[src/rtl/fifo_read_drainer.sv]
// Drains a synchronous FIFO into a 4-deep skid buffer presented as a valid/ready stream.
// Latency: read_enable in cycle N -> word on m_data with m_valid in cycle N+2 (empty buffer).
// Backpressure: m_ready low holds the head word; reads stop once buffered + in-flight words reach 4.
module fifo_read_drainer #(
  parameter int DATA_WIDTH = 9
) (
  input  logic                  rclk,
  input  logic                  rrst,
  input  logic                  enable,
  input  logic                  rempty,
  output logic                  read_enable,
  input  logic [DATA_WIDTH-1:0] data_read,
  output logic                  m_valid,
  input  logic                  m_ready,
  output logic [DATA_WIDTH-1:0] m_data,
  output logic                  busy,
  output logic [15:0]           rd_count
);

  typedef enum logic [1:0] {
    IDLE  = 2'd0,
    RUN   = 2'd1,
    DRAIN = 2'd2
  } state_e;

  state_e                state_q, state_d;
  logic [2:0]            occ_q, occ_d;
  logic                  inflight_q;
  logic [1:0]            wr_ptr_q, rd_ptr_q;
  logic [DATA_WIDTH-1:0] buf_q [4];
  logic [15:0]           rd_count_q;

  logic [2:0] committed;
  logic       push;
  logic       pop;

  // Words already owned by this block: buffered plus the one the FIFO is returning now.
  assign committed = occ_q + {2'b00, inflight_q};

  // Reads only look at registered state and rempty, so m_ready/enable never reach read_enable.
  assign read_enable = (state_q == RUN) & ~rempty & (committed < 3'd4) & ~rrst;

  assign m_valid  = (occ_q != 3'd0) & ~rrst;
  assign m_data   = buf_q[rd_ptr_q];
  assign busy     = (state_q != IDLE) & ~rrst;
  assign rd_count = rrst ? 16'h0000 : rd_count_q;

  // The only push source is the word returned for last cycle's accepted read.
  assign push = inflight_q;
  assign pop  = m_valid & m_ready;

  // Occupancy tracks push/pop; a simultaneous push and pop leaves it unchanged.
  always_comb begin
    occ_d = occ_q;
    case ({push, pop})
      2'b10:   occ_d = occ_q + 3'd1;
      2'b01:   occ_d = occ_q - 3'd1;
      default: occ_d = occ_q;
    endcase
  end

  // Mode control: RUN issues reads, DRAIN lets in-flight and buffered words flush out.
  always_comb begin
    state_d = state_q;
    case (state_q)
      IDLE: begin
        if (enable) state_d = RUN;
      end
      RUN: begin
        if (!enable) state_d = DRAIN;
      end
      DRAIN: begin
        if (enable)                                       state_d = RUN;
        else if ((occ_q == 3'd0) && (inflight_q == 1'b0)) state_d = IDLE;
      end
      default: state_d = IDLE;
    endcase
  end

  // State, occupancy, pointers and transfer counter; reset discards everything in flight.
  always_ff @(posedge rclk) begin
    if (rrst) begin
      state_q    <= IDLE;
      occ_q      <= 3'd0;
      inflight_q <= 1'b0;
      wr_ptr_q   <= 2'd0;
      rd_ptr_q   <= 2'd0;
      rd_count_q <= 16'h0000;
    end else begin
      state_q    <= state_d;
      occ_q      <= occ_d;
      inflight_q <= read_enable;
      if (push) wr_ptr_q <= wr_ptr_q + 2'd1;
      if (pop) begin
        rd_ptr_q   <= rd_ptr_q + 2'd1;
        rd_count_q <= rd_count_q + 16'd1;
      end
    end
  end

  // Buffer storage needs no reset; validity is carried entirely by occ_q.
  always_ff @(posedge rclk) begin
    if (push && !rrst) buf_q[wr_ptr_q] <= data_read;
  end

endmodule

[config.mk]
export PLATFORM = sky130hd
export DESIGN_NAME = fifo_read_drainer
export DESIGN_NICKNAME = d
export VERILOG_FILES = /design/src/rtl/fifo_read_drainer.sv
export SDC_FILE = /design/constraint.sdc
export NUM_CORES = 1
export LEC_CHECK = 0
export BUFFER_PORTS_ARGS = -buffer_cell sky130_fd_sc_hd__buf_2
export CORE_MARGIN = 2
export CORE_UTILIZATION = 60
export DETAILED_ROUTE_END_ITERATION = 6
export PLACE_DENSITY = 0.88
export SYNTH_ARGS = -nofsm -noshare
export SYNTH_HDL_FRONTEND = slang
export SYNTH_SLANG_ARGS = --single-unit
[constraint.sdc]
create_clock -name rclk -period 3.6 [get_ports rclk]
set_input_delay 0.72 -clock rclk [delete_from_list [all_inputs] [get_ports rclk]]
set_output_delay 0.72 -clock rclk [all_outputs]
set_load 0.02 [all_outputs]
# After elaboration in Yosys (flattened, before gate mapping)

Memory sizes are Yosys's and may differ from the RTL's. A register that Yosys moved wholly into a read port is not among the register bits.
Cells that the tools add are included.

Register bits after elaboration: 26
Bits in writable memories: 36
Output and inout bits: 28
Memories: 1

Add/sub/neg operators: 6
Order comparisons: 1
Eq/ne operators: 7
Muxes and demuxes: 11
Bitwise gates (word level): 9
Reduce and logical (&&, ||, !) cells: 9

Memories:

| name  | words | bits a word | read ports | clocked after memory_dff | write ports | line | source |
|---|---|---|---|---|---|---|---|
| buf_q | 4     | 9           | 1          | 1                        | 1           | 30   | `logic [DATA_WIDTH-1:0] buf_q [4];` |

Operators by type and width:

| operator                                           | count |
|---|---|
| adder 16 x 1 -> 16 bit (second input constant)     | 1 |
| two-way mux 16 bit                                 | 1 |
| two-way mux 2 bit                                  | 6 |
| AND 1 bit                                          | 6 |
| one-hot mux 2 bit (3 select lines)                 | 1 |
| one-hot mux 3 bit (2 select lines)                 | 1 |
| adder 2 x 1 -> 2 bit (second input constant)       | 2 |
| == test 2 x 1 -> 1 bit (second input constant)     | 2 |
| == test 2 bit (second input constant)              | 2 |
| != test 2 bit (second input constant)              | 2 |
| nonzero test 2 bit                                 | 2 |
| adder 3 x 1 -> 3 bit                               | 1 |
| adder 3 x 1 -> 3 bit (second input constant)       | 1 |
| zero test 3 bit                                    | 1 |
| less-than comparator 3 bit (second input constant) | 1 |
| != test 3 bit (second input constant)              | 1 |
| NOT 1 bit                                          | 3 |
| AND reduction 3 bit                                | 1 |
| nonzero test 3 bit                                 | 1 |
| subtractor 3 x 1 -> 3 bit (second input constant)  | 1 |
| logical AND 1 bit                                  | 2 |
| zero test 2 bit                                    | 1 |
| two-way mux 1 bit                                  | 2 |
| zero test 1 bit                                    | 1 |

# Logic depth before layout (Yosys ltp)

Gate-level depths: netlist (run 1).

Depth after elaboration: 5
Gate-level depth with buffers: 9
Mapped depth without buffers: 8

# Worst setup path after synthesis (run 1)

Ideal clock, no wire load.

Path kind: input to output
Start point: input rrst
End point: output read_enable
Arrival time: 1.821 ns
Required time: 2.880 ns
Path slack: 1.059 ns
Stages on the path: 3
Path buffers: 2
Cells stage by stage: clkbuf_1 -> clkbuf_1 -> nor4_1

Longest elaborated chain between the ends: 2

Ends and longest elaborated chain:

| element         | line | source |
|---|---|---|
| start, declared | 8    | `input logic rrst,` |
| NOT 1 bit       | 41   | `assign read_enable = (state_q == RUN) & ~rempty & (committed < 3'd4) & ~rrst;` |
| AND 1 bit       | 41   |  |
| end, declared   | 11   | `output logic read_enable,` |

Every way passes these cells.

==> results of run 1 <==
[state kept, by name, indices dropped and copies added (netlist names), named ones only]
name	cells
rd_count_q	16
inflight_q	1
state_q	2
occ_q	3
buf_q	36
wr_ptr_q	2
rd_ptr_q	2
[power by group through the flow]
stage,combinational (W),sequential (W),clock (W)
floorplan,0.0000387,0.000797,0
global placement,0.0000539,0.000800,0
detailed placement,0.0000565,0.000801,0
CTS,0.0000569,0.000785,0.000579
global route,0.0000620,0.000785,0.000617
finish,0.0000561,0.000784,0.000569
[layer usage]
metal | vias to the layer above | track usage [%]
li1 | 853 | -
met1 | 835 | 23.7
met2 | 53 | 34.2
met3 | 13 | 5.70
met4 | 0 | 10.3
met5 | - | 0
[final cells by class]
cell class                      count  area, um^2  area share, %
Sequential cell                    64        1640           53.0
Multi-Input combinational cell    130         961           31.0
Timing Repair Buffer               41         205           6.63
Clock buffer                       11         131           4.24
Tap cell                           52        65.1           2.10
Clock inverter                      5        47.5           1.54
Inverter                           12        45.0           1.45
[worst max-delay path, delay by kind of cell, from the launching register on]
| kind | cells | cell delay (ps) |
|---|---|---|
| mux | 1 | 590 |
| buf+inv | 1 | 180 |
| flops | 1 | 690 |
[Yosys cell counts, types with 2 or more instances]
master | number | area share [%]
a211oi_1 | 2 | 0.56
a21oi_1 | 2 | 0.37
and2_1 | 4 | 0.93
buf_1 | 3 | 0.42
clkbuf_1 | 5 | 0.70
dfxtp_1 | 28 | 21
edfxtp_1 | 36 | 40
ha_1 | 6 | 2.8
inv_1 | 12 | 1.7
mux2_1 | 2 | 0.84
mux4_2 | 9 | 7.6
nand2_1 | 15 | 2.1
nand3_1 | 5 | 0.93
nand4_1 | 2 | 0.47
nor2_1 | 25 | 3.5
nor2b_1 | 14 | 3.3
nor3_1 | 3 | 0.56
nor4_1 | 3 | 0.70
o21ai_0 | 8 | 1.5
or4_1 | 7 | 2.0
xnor2_1 | 8 | 2.6
xor2_1 | 5 | 1.6
[through the flow]
stage | instance area, um^2 | hold slack [ps] | total power [W] | cells | util (%)
2_1_floorplan | 2680 | 432 | 0.000835 | 215 | -
3_3_place_gp | 2920 | 443 | 0.000854 | 299 | 67.5
3_5_place_dp | 2920 | 455 | 0.000857 | 299 | 67.5
4_1_cts | 3100 | 465 | 0.00142 | 315 | 71.6
5_1_grt | 3100 | 481 | 0.00146 | 315 | 71.6
6_report | 3100 | 474 | 0.00141 | 315 | 71.6
[how the worst max path moves through the flow]
stage | start | to | slack (ps) | cells past startpoint
floorplan | rrst | read_enable | 1060 | 3
global placement | rrst | occ_q[2] | 1000 | 8
detailed placement | rrst | occ_q[2] | 950 | 8
CTS | flop | m_data[3] | 1040 | 2
global route | flop | m_data[3] | 960 | 2
finish | flop | m_data[3] | 1090 | 2
[cell usage in the layout, fill, tap and decap left out, drive strengths merged, types with 3 or more instances in the layout]
cell and n:
nor2b 14, o21ai 8, nor3 3, and2 4, ha 6, nand2 15
xor2 5, or4 7, nand3 5, clkbuf 11, nor2 25, mux4 9
clkinv 4, inv 12, dfxtp 28, xnor2 8, edfxtp 36, nor4 3
buf 41
[logic make-up (layout without fill, tap and decap cells)]
logic type	count (synthesis)	count (layout)	share of synthesized area, %
and+or+nand+nor	82	82	15.4
AOI/OAI and AO/OA	16	16	3.82
DFF	64	64	61.2
adders and majority gates	7	7	3.54
buffers and inverters	21	69	2.98
muxes	12	12	8.77
xor gates and xnor gates	13	13	4.24
==> qor.csv, run 1 <==
stage;metric;value;unit
synthesis;netlist_area;0.00268;mm^2
worst_setup_path;crit_path_cell_trace;mux4_2, buf_2;
sta;finalSetupViolCount;0;
cells_and_area;antenna_cells;0;
route;wl_met2;2290;um
grt;grt_pass1_vias;1738;
floorplanning;rows;24;
sta;slew_headroom;51.2;%
placement;hpwl;3220;um
placement;io_buffers;41;
clocking;hold_buffers;0;
clocking;cts.sinks;64;
grt;grt_max_degree;48;
worst_setup_path;reg2reg_depth;8;
clocking;worstSkewPairLatency;330;ps
route;vias;1754;
cells_and_area;n_fill_cell;310;
sta;finalHoldViolCount;0;
pwr;clockPowerShare;40.3;%
route;drc_errors;0;
pwr;sw_frac_of_total;21.0;%
worst_setup_path;r2r_setup_slack;1500;ps
cells_and_area;drive_gt1_share;24.0;%
synthesis;async_flop_share;0;%
worst_setup_path;cp_slowest_cell;dfxtp_1;
sta;skew;5.15;ps
sta;min_period;2510;ps
worst_setup_path;worstPathMaxFanout;9;
worst_setup_path;regToRegEndpoint;occ_q[2];
synthesis;ys_seq_area_share;61.2;%
grt;grt_pass1_wl;7670;um
floorplanning;die_x;70.9;um
pwr;p_sw;0.000296;W
sta;rsz0062_at_grt;no;
worst_setup_path;end_kind;output pin;
synthesis;syn_avg_cell_area;12.5;um^2
worst_setup_path;critPathLaunchType;flop;
pwr;p_int;0.00111;W
route;firstDrtPassIters;4;
sta;maxSlewViolCount;0;
sta;tns;0;ps
route;antenna_left;0;
route;route.met3.wl;238;um
sta;fmax;399;MHz
flow_run;maxCapViolations;0;
worst_setup_path;critical_path_required;2880;ps
sta;fin_crit_sh;69.7;%
floorplanning;dieArea;0.00502;mm^2
worst_setup_path;crit_arrival;1790;ps
pwr;ir_drop;202;uV
route;drt_iter0_markers;117;
worst_hold_path;worstHoldStart;state_q[1];
route;wirelength;4630;um
synthesis;yosys_warnings;0;
worst_setup_path;slowest_delay;690;ps
worst_hold_path;hold-path-endpoint;state_q[0];
floorplanning;core-area;0.00432;mm^2
grt;grt_usage;20.2;%
worst_hold_path;hold_depth;1;
synthesis;ys.flop_type;edfxtp_1;
route;viasPerCell;5.57;
cells_and_area;area_growth;15.4;%
synthesis;synth_cells;215;
pwr;leakage;1.15;nW
route;wl_per_cell;14.7;um
synthesis;syn_nets;236;
clocking;clkTransAtPathRegs;70;ps
outcome;status;finished clean;
worst_setup_path;critPathKind;reg -> out;
pwr;seqPwrFrac;55.7;%
worst_hold_path;hp-class;reg -> reg;
worst_setup_path;reg2reg_from;occ_q[2];
synthesis;synth_edf_count;36;
clocking;clockBufferDepth;2;
grt;grt.overflow.total;0;
clocking;cts_buffers;9;
pwr;comb_power_share;4.0;%
clocking;root_buffer;clkbuf_8;
route;wl_met1;1980;um
synthesis;yosysUniqueCellTypes;33;
floorplanning;ios;42;
floorplanning;die_h;70.9;um
clocking;ctsResizeCount;0;
sta;worst_pin_slew;731;ps
placement;dp_slack;954;ps
cells_and_area;nets;279;
clocking;post_cts_buffers;0;
pwr;p_per_area;455;mW/mm^2
synthesis;synth-seq-cells;64;
clocking;htreeDepth;3;
clocking;cts_tree;built;
floorplanning;start_util;62.0;%
sta;setup_ws;1090;ps
route;highest_layer;met4;
grt;antenna_found_initial;0;
placement;place_congestion;0.773;
(Power assumes the default switching activity.)
==> run 2: changes to the inputs <==
- ABC_AREA: not set -> 1
- CORE_UTILIZATION: 60 -> 51
- PLACE_DENSITY: 0.88 -> 0.79
- clock period: 3.6 -> 2.2 ns (I/O delays scaled with it)
==> run 2 against run 1 <==
Core utilization shrank 10 points. Critical endpoint is now m_data[4]. Global-route usage shrank 0.75 points. Clock power grew 68%. Critical path type unchanged. Sequential power grew 63%. Die area grew 24%. Clock skew grew 1.3 ps. Wire length grew 17%. Clock-buffer cell count shrank 1. Critical path depth grew 2. Register-to-register slack lost 1200 ps.
==> qor.csv, run 2 <==
stage;metric;value;unit;change
clocking;htreeDepth;3;;unchanged
route;wl_per_cell;12.3;um;was 14.7 um
cells_and_area;antenna_cells;0;;unchanged
worst_setup_path;critPathKind;reg -> out;;unchanged
clocking;clkTransAtPathRegs;70;ps;about the same
outcome;status;finished clean;;unchanged
grt;grt.overflow.total;0;;unchanged
pwr;seqPwrFrac;54.8;%;was 55.7%
worst_setup_path;critPathLaunchType;flop;;unchanged
synthesis;ys_top_cells_by_count;nor2_1, edfxtp_1, inv_1;;was edfxtp_1, dfxtp_1, nor2_1
synthesis;synth_area_leaders;edfxtp_1, dfxtp_1, nor2_1;;was edfxtp_1, dfxtp_1, mux4_2
pwr;comb_power_share;4.2;%;was 4.0%
worst_setup_path;crit_arrival;1510;ps;was 1790 ps
synthesis;yosys_warnings;0;;unchanged
sta;fmax;512;MHz;
cells_and_area;regMostFlops;buf_q;;unchanged
floorplanning;die_x;78.9;um;was 70.9 um
floorplanning;ios;42;;unchanged
synthesis;synth-seq-cells;64;;unchanged
clocking;post_cts_buffers;0;;unchanged
placement;io_buffers;41;;unchanged
clocking;hold_buffers;0;;unchanged
pwr;sw_frac_of_total;21.8;%;was 21.0%
route;drt_iter0_markers;68;;was 117
floorplanning;die_h;78.9;um;was 70.9 um
worst_setup_path;worstPathMaxFanout;18;;was 9
grt;grt_usage;19.5;%;was 20.2%
synthesis;ys_seq_area_share;57.4;%;was 61.2%
route;firstDrtPassIters;4;;unchanged
worst_setup_path;critical_path_required;1760;ps;was 2880 ps
sta;tns;0;ps;unchanged
clocking;clockBufferDepth;2;;unchanged
grt;antenna_found_initial;0;;unchanged
pwr;ir_drop;369;uV;was 202 uV
synthesis;synth_largest_area_cell;edfxtp_1;;unchanged
worst_hold_path;worstHoldStart;data_read[2];;was state_q[1]
sta;skew;6.44;ps;was 5.15 ps
sta;fin_crit_sh;88.8;%;
cells_and_area;largest_reg_flops;36;;unchanged
worst_setup_path;critical_path.endpoint;m_data[4];;was m_data[3]
sta;slew_headroom;68.1;%;was 51.2%
cells_and_area;final_common_cell;nor2_1;;was buf_2
cells_and_area;final_cells;440;;was 315
cells_and_area;top_regs;buf_q x36, rd_count_q x16, occ_q x3;;unchanged
cells_and_area;mostFrequentLayoutCells;nor2_1, buf_2, inv_1, edfxtp_1, nand2_1;;was buf_2, edfxtp_1, dfxtp_1
sta;worst_pin_slew;478;ps;was 731 ps
route;antenna_left;0;;unchanged
cells_and_area;area_growth;17.5;%;was 15.4%
sta;rsz0062_at_grt;no;;unchanged
cells_and_area;nets;384;;was 279
cells_and_area;n_fill_cell;477;;was 310
synthesis;yosysMostFrequentCell;nor2_1;;was edfxtp_1
synthesis;async_flop_share;0;%;unchanged
synthesis;synth_top_area_share;37.8;%;was 40.3%
synthesis;synth_cells;311;;was 215
synthesis;ys.flop_type;edfxtp_1;;unchanged
clocking;root_buffer;clkbuf_8;;unchanged
worst_setup_path;end_kind;output pin;;unchanged
worst_hold_path;hp-class;in -> reg;;was reg -> reg
grt;grt_max_degree;27;;was 48
synthesis;synth_edf_count;36;;unchanged
cells_and_area;post-route-util;61.4;%;was 71.6%
synthesis;netlist_area;0.00286;mm^2;was 0.00268 mm^2
flow_run;maxCapViolations;0;;unchanged
synthesis;yosysUniqueCellTypes;28;;was 33
sta;maxSlewViolCount;0;;unchanged
pwr;p_per_area;693;mW/mm^2;was 455 mW/mm^2
placement;place_congestion;0.831;;was 0.773
route;viasPerCell;4.96;;was 5.57
worst_setup_path;regToRegEndpoint;occ_q[2];;unchanged
clocking;worstSkewPairLatency;330;ps;about the same
clocking;ctsResizeCount;0;;unchanged
grt;grt_pass1_wl;9190;um;was 7670 um
route;vias;2181;;was 1754
synthesis;syn_nets;332;;was 236
floorplanning;dieArea;0.00622;mm^2;was 0.00502 mm^2
worst_setup_path;reg2reg_from;occ_q[1];;was occ_q[2]
clocking;cts_buffers;9;;unchanged
placement;hpwl;3740;um;was 3220 um
floorplanning;start_util;52.2;%;was 62.0%
synthesis;syn_avg_cell_area;9.19;um^2;was 12.5 um^2
placement;placed_cells;424;;was 299
sta;min_period;1950;ps;
cells_and_area;drive_gt1_share;22.3;%;was 24.0%
floorplanning;core-area;0.00547;mm^2;was 0.00432 mm^2
worst_setup_path;r2r_setup_slack;270;ps;was 1500 ps
pwr;clockPowerShare;41.0;%;was 40.3%
route;drc_errors;0;;unchanged
clocking;cts_tree;built;;unchanged
pwr;p_int;0.00182;W;was 0.00111 W
route;wirelength;5410;um;was 4630 um
clocking;cts.sinks;64;;unchanged
grt;grt_pass1_vias;2093;;was 1738
pwr;p_sw;0.000508;W;was 0.000296 W
sta;finalHoldViolCount;0;;unchanged
sta;finalSetupViolCount;0;;unchanged
floorplanning;rows;27;;was 24
worst_setup_path;reg2reg_depth;11;;was 8
pwr;leakage;1.26;nW;was 1.15 nW
## run 2: worst min path at each step
stage                   to  cells after the start
3_5_place_dp          flop                      2
5_1_grt        buf_q[1][3]                      1
6_report       buf_q[3][2]                      1
2_1_floorplan         flop                      2
3_3_place_gp   rd_ptr_q[1]                      2
4_1_cts        buf_q[2][3]                      1
## run 2: cells by family (layout without fill, tap and decap cells)
family,count (synthesis),in the layout,synth area share [%]
flops,64,64,57.4
buf+inv,46,103,6.61
simple gates,138,138,22.5
compound gates,56,56,10.2
fa+ha+maj,7,7,3.33
## run 2: critical path, cell delays in order, from the launching register on
cell and delay, ps:
dfxtp_1 320, inv_1 360, o21ai_0 140, o22ai_1 160
buf_2 190
## run 2: routing by layer
layer	wire length (um)	vias up	track usage, %
met4	89	0	8.45
li1	-	1136	-
met5	0	-	0
met1	2460	993	22.6
met3	229	8	4.89
met2	2630	44	34.2
## run 2: power by group through the flow
stage	registers (W)	logic (W)	clock network (W)
final	0.00128	0.0000976	0.000954
after global routing	0.00128	0.000111	0.00103
after CTS	0.00128	0.0000988	0.000972
after detailed placement	0.00130	0.0000985	0
after global placement	0.00130	0.0000940	0
after floorplan	0.00130	0.0000617	0
## run 2: area by class of cell
class	instances	area (um^2)	area share, %
clock buffer	10	128	3.80
clock inverter	6	60.1	1.79
timing repair buffer	49	265	7.90
multi-input combinational	201	1030	30.6
inverter	38	145	4.32
sequential	64	1640	48.9
tap	72	90.1	2.68
## run 2: metrics by stage
step	power (W)	area, um^2	setup WS (ps)	hold slack (ps)
after floorplan	0.00136	2860	154	433
after global placement	0.00140	3170	253	453
after detailed placement	0.00140	3170	226	463
after CTS	0.00235	3360	203	304
after global routing	0.00242	3360	56.6	296
final	0.00233	3360	247	317
==> run 3: changes to the inputs <==
- CORE_UTILIZATION: 51 -> 45
- PLACE_DENSITY: 0.79 -> 0.72
- RECOVER_POWER: not set -> 50
==> run 3 against run 2 <==
Final cell count grew 1.1%. Flip-flop and latch count is the same. Critical endpoint is now occ_q[2]. Non-clock buffer count unchanged. Fmax fell by 2.0%. Largest power group unchanged. Critical path depth grew 7. Final area is 1.2% lower. Wire length shrank 1.3%. Clock-buffer cell count fell by 1. Worst setup slack worse by 41 ps.
==> qor.csv, run 3 (synthesized netlist as in run 2, its figures left out) <==
stage;metric;value;unit;change
sta;finalSetupViolCount;0;;unchanged
sta;finalHoldViolCount;0;;unchanged
sta;skew;6.70;ps;was 6.44 ps
sta;fmax;502;MHz;was 512 MHz
worst_setup_path;startpoint;occ_q[2];;
worst_setup_path;cp_slowest_cell;dfxtp_1;;was inv_1
cells_and_area;final_common_cell;nor2_1;;unchanged
route;wl_per_cell;12.0;um;was 12.3 um
pwr;seqPwrFrac;57.1;%;was 54.8%
clocking;cts_buffers;9;;unchanged
worst_hold_path;hp-class;in -> reg;;unchanged
sta;min_period;1990;ps;was 1950 ps
cells_and_area;top_regs;buf_q x36, rd_count_q x16, occ_q x3;;unchanged
sta;worst_pin_slew;737;ps;was 478 ps
worst_setup_path;r2r_setup_slack;210;ps;was 270 ps
placement;io_buffers;41;;unchanged
clocking;ctsResizeCount;0;;unchanged
cells_and_area;nets;384;;unchanged
floorplanning;rows;29;;was 27
grt;grt_max_degree;27;;unchanged
clocking;hold_buffers;0;;unchanged
pwr;p_int;0.00170;W;was 0.00182 W
sta;slew_headroom;50.9;%;was 68.1%
clocking;cts_tree;built;;unchanged
pwr;sw_frac_of_total;23.7;%;was 21.8%
floorplanning;die_h;83.7;um;was 78.9 um
route;firstDrtPassIters;4;;unchanged
grt;grt_pass1_vias;2042;;was 2093
clocking;root_buffer;clkbuf_8;;unchanged
route;viasPerCell;4.94;;was 4.96
pwr;comb_power_share;4.2;%;about the same
worst_setup_path;worstPathMaxFanout;8;;was 18
cells_and_area;regMostFlops;buf_q;;unchanged
cells_and_area;multiInputGateArea;0.00102;mm^2;was 0.00103 mm^2
worst_setup_path;end_kind;flop;;was output pin
worst_setup_path;crit_arrival;2230;ps;was 1510 ps
cells_and_area;seq_area;0.00164;mm^2;unchanged
sta;fin_crit_sh;90.6;%;was 88.8%
floorplanning;start_util;45.8;%;was 52.2%
floorplanning;dieArea;0.00701;mm^2;was 0.00622 mm^2
route;vias;2197;;was 2181
clocking;clockBufferDepth;2;;unchanged
worst_setup_path;critPathLaunchType;flop;;unchanged
cells_and_area;n_fill_cell;600;;was 477
grt;grt_usage;16.3;%;was 19.5%
clocking;htreeDepth;3;;unchanged
worst_setup_path;slowest_delay;400;ps;was 360 ps
sta;tns;0;ps;unchanged
floorplanning;die_x;83.7;um;was 78.9 um
worst_setup_path;critical_path_required;2430;ps;was 1760 ps
cells_and_area;area_growth;16.1;%;was 17.5%
sta;maxSlewViolCount;0;;unchanged
outcome;status;finished clean;;unchanged
cells_and_area;drive_gt1_share;19.0;%;was 22.3%
sta;setup_ws;207;ps;was 247 ps
worst_setup_path;reg2reg_from;occ_q[2];;was occ_q[1]
worst_setup_path;reg2reg_depth;11;;unchanged
floorplanning;core-area;0.00624;mm^2;was 0.00547 mm^2
worst_setup_path;critPathKind;reg -> reg;;was reg -> out
placement;hpwl;3650;um;was 3740 um
grt;grt_pass1_wl;8970;um;was 9190 um
grt;grt.overflow.total;0;;unchanged
worst_setup_path;crit_path_cell_trace;nor2_1, nand2_1, nand3_4, inv_2, ha_1, inv_1, fa_1, a21oi_1, o21ai_0, o21ai_0, a21oi_1;;was inv_1, o21ai_0, o22ai_1, buf_2
route;wirelength;5340;um;was 5410 um
clocking;worstSkewPairLatency;340;ps;was 330 ps
cells_and_area;largest_reg_flops;36;;unchanged
cells_and_area;antenna_cells;0;;unchanged
clocking;clkTransAtPathRegs;70;ps;about the same
floorplanning;ios;42;;unchanged
pwr;ir_drop;360;uV;was 369 uV
clocking;cts.sinks;64;;unchanged
pwr;p_sw;0.000530;W;was 0.000508 W
placement;place_congestion;0.823;;was 0.831
cells_and_area;mostFrequentLayoutCells;nor2_1, inv_1, edfxtp_1;;was nor2_1, buf_2, inv_1, edfxtp_1, nand2_1
worst_setup_path;regToRegEndpoint;occ_q[2];;unchanged
route;antenna_left;0;;unchanged
flow_run;maxCapViolations;0;;unchanged
grt;antenna_found_initial;0;;unchanged
route;drt_iter0_markers;103;;was 68
pwr;clockPowerShare;38.7;%;was 41.0%
pwr;leakage;1.21;nW;was 1.26 nW
worst_setup_path;critical_path.endpoint;occ_q[2];;was m_data[4]
placement;dp_slack;210;ps;was 226 ps
route;drc_errors;0;;unchanged
clocking;post_cts_buffers;0;;unchanged
pwr;p_per_area;673;mW/mm^2;was 693 mW/mm^2
sta;rsz0062_at_grt;no;;unchanged
[run 3: cell types whose count changed in the layout (fill, tap and decap cells not counted), moves of 2 or more]
cell        previous run  this run
buf_2                 41        31
clkbuf_1               1        11
buf_4                  8         4
clkbuf_2               0         3
clkinvlp_4             1         3
[run 3: metrics by stage]
stage               cell area, um^2  power [W]  instances  utilization [%]  hold WS (ps)
floorplan                      2860    0.00136        311                -           433
global placement               3180    0.00140        429             50.9           451
detailed placement             3180    0.00140        429             50.9           460
CTS                            3350    0.00227        445             53.7           299
global route                   3320    0.00235        445             53.2           325
finish                         3320    0.00223        445             53.2           323
[run 3: per-layer routing]
| layer | global-route usage (%) | routed length, um |
|---|---|---|
| met4 | 6.60 | 84 |
| met3 | 6.03 | 257 |
| met5 | 0 | 0 |
| met2 | 26.8 | 2610 |
| met1 | 19.4 | 2380 |
[run 3: area by class of cell]
type                       count  share of cell area [%]
clock inverter                 7                    1.47
tap                           77                    2.90
timing repair buffer          49                    7.27
sequential                    64                    49.5
clock buffer                   9                    3.73
multi-input combinational    201                    30.8
inverter                      38                    4.33
[run 3: power groups by stage]
stage / Clock (W) / Combinational, W / Sequential (W)
2_1_floorplan: 0 / 0.0000617 / 0.00130
3_3_place_gp: 0 / 0.0000963 / 0.00130
3_5_place_dp: 0 / 0.0000987 / 0.00130
4_1_cts: 0.000891 / 0.0000993 / 0.00127
5_1_grt: 0.000966 / 0.000106 / 0.00127
6_report: 0.000864 / 0.0000937 / 0.00127
[run 3: how the worst min path moves through the flow]
stage | depth (start not counted) | to | slack (ps) | start
finish | 3 | state_q[0] | 320 | enable
global route | 3 | state_q[0] | 320 | enable
CTS | 1 | buf_q[0][0] | 300 | data_read[0]
detailed placement | 2 | flop | 460 | rd_ptr_q[1]
global placement | 2 | rd_ptr_q[1] | 450 | rd_ptr_q[1]
floorplan | 2 | flop | 430 | rd_ptr_q[1]
[run 3: worst max-delay path: cells and delay by family, from the launching register on]
| kind | cells | cell delay, ps |
|---|---|---|
| adders and majority gates | 2 | 540 |
| and+or+nand+nor | 3 | 300 |
| AOI/OAI and AO/OA | 4 | 450 |
| buffers and inverters | 2 | 190 |
| DFF | 1 | 400 |
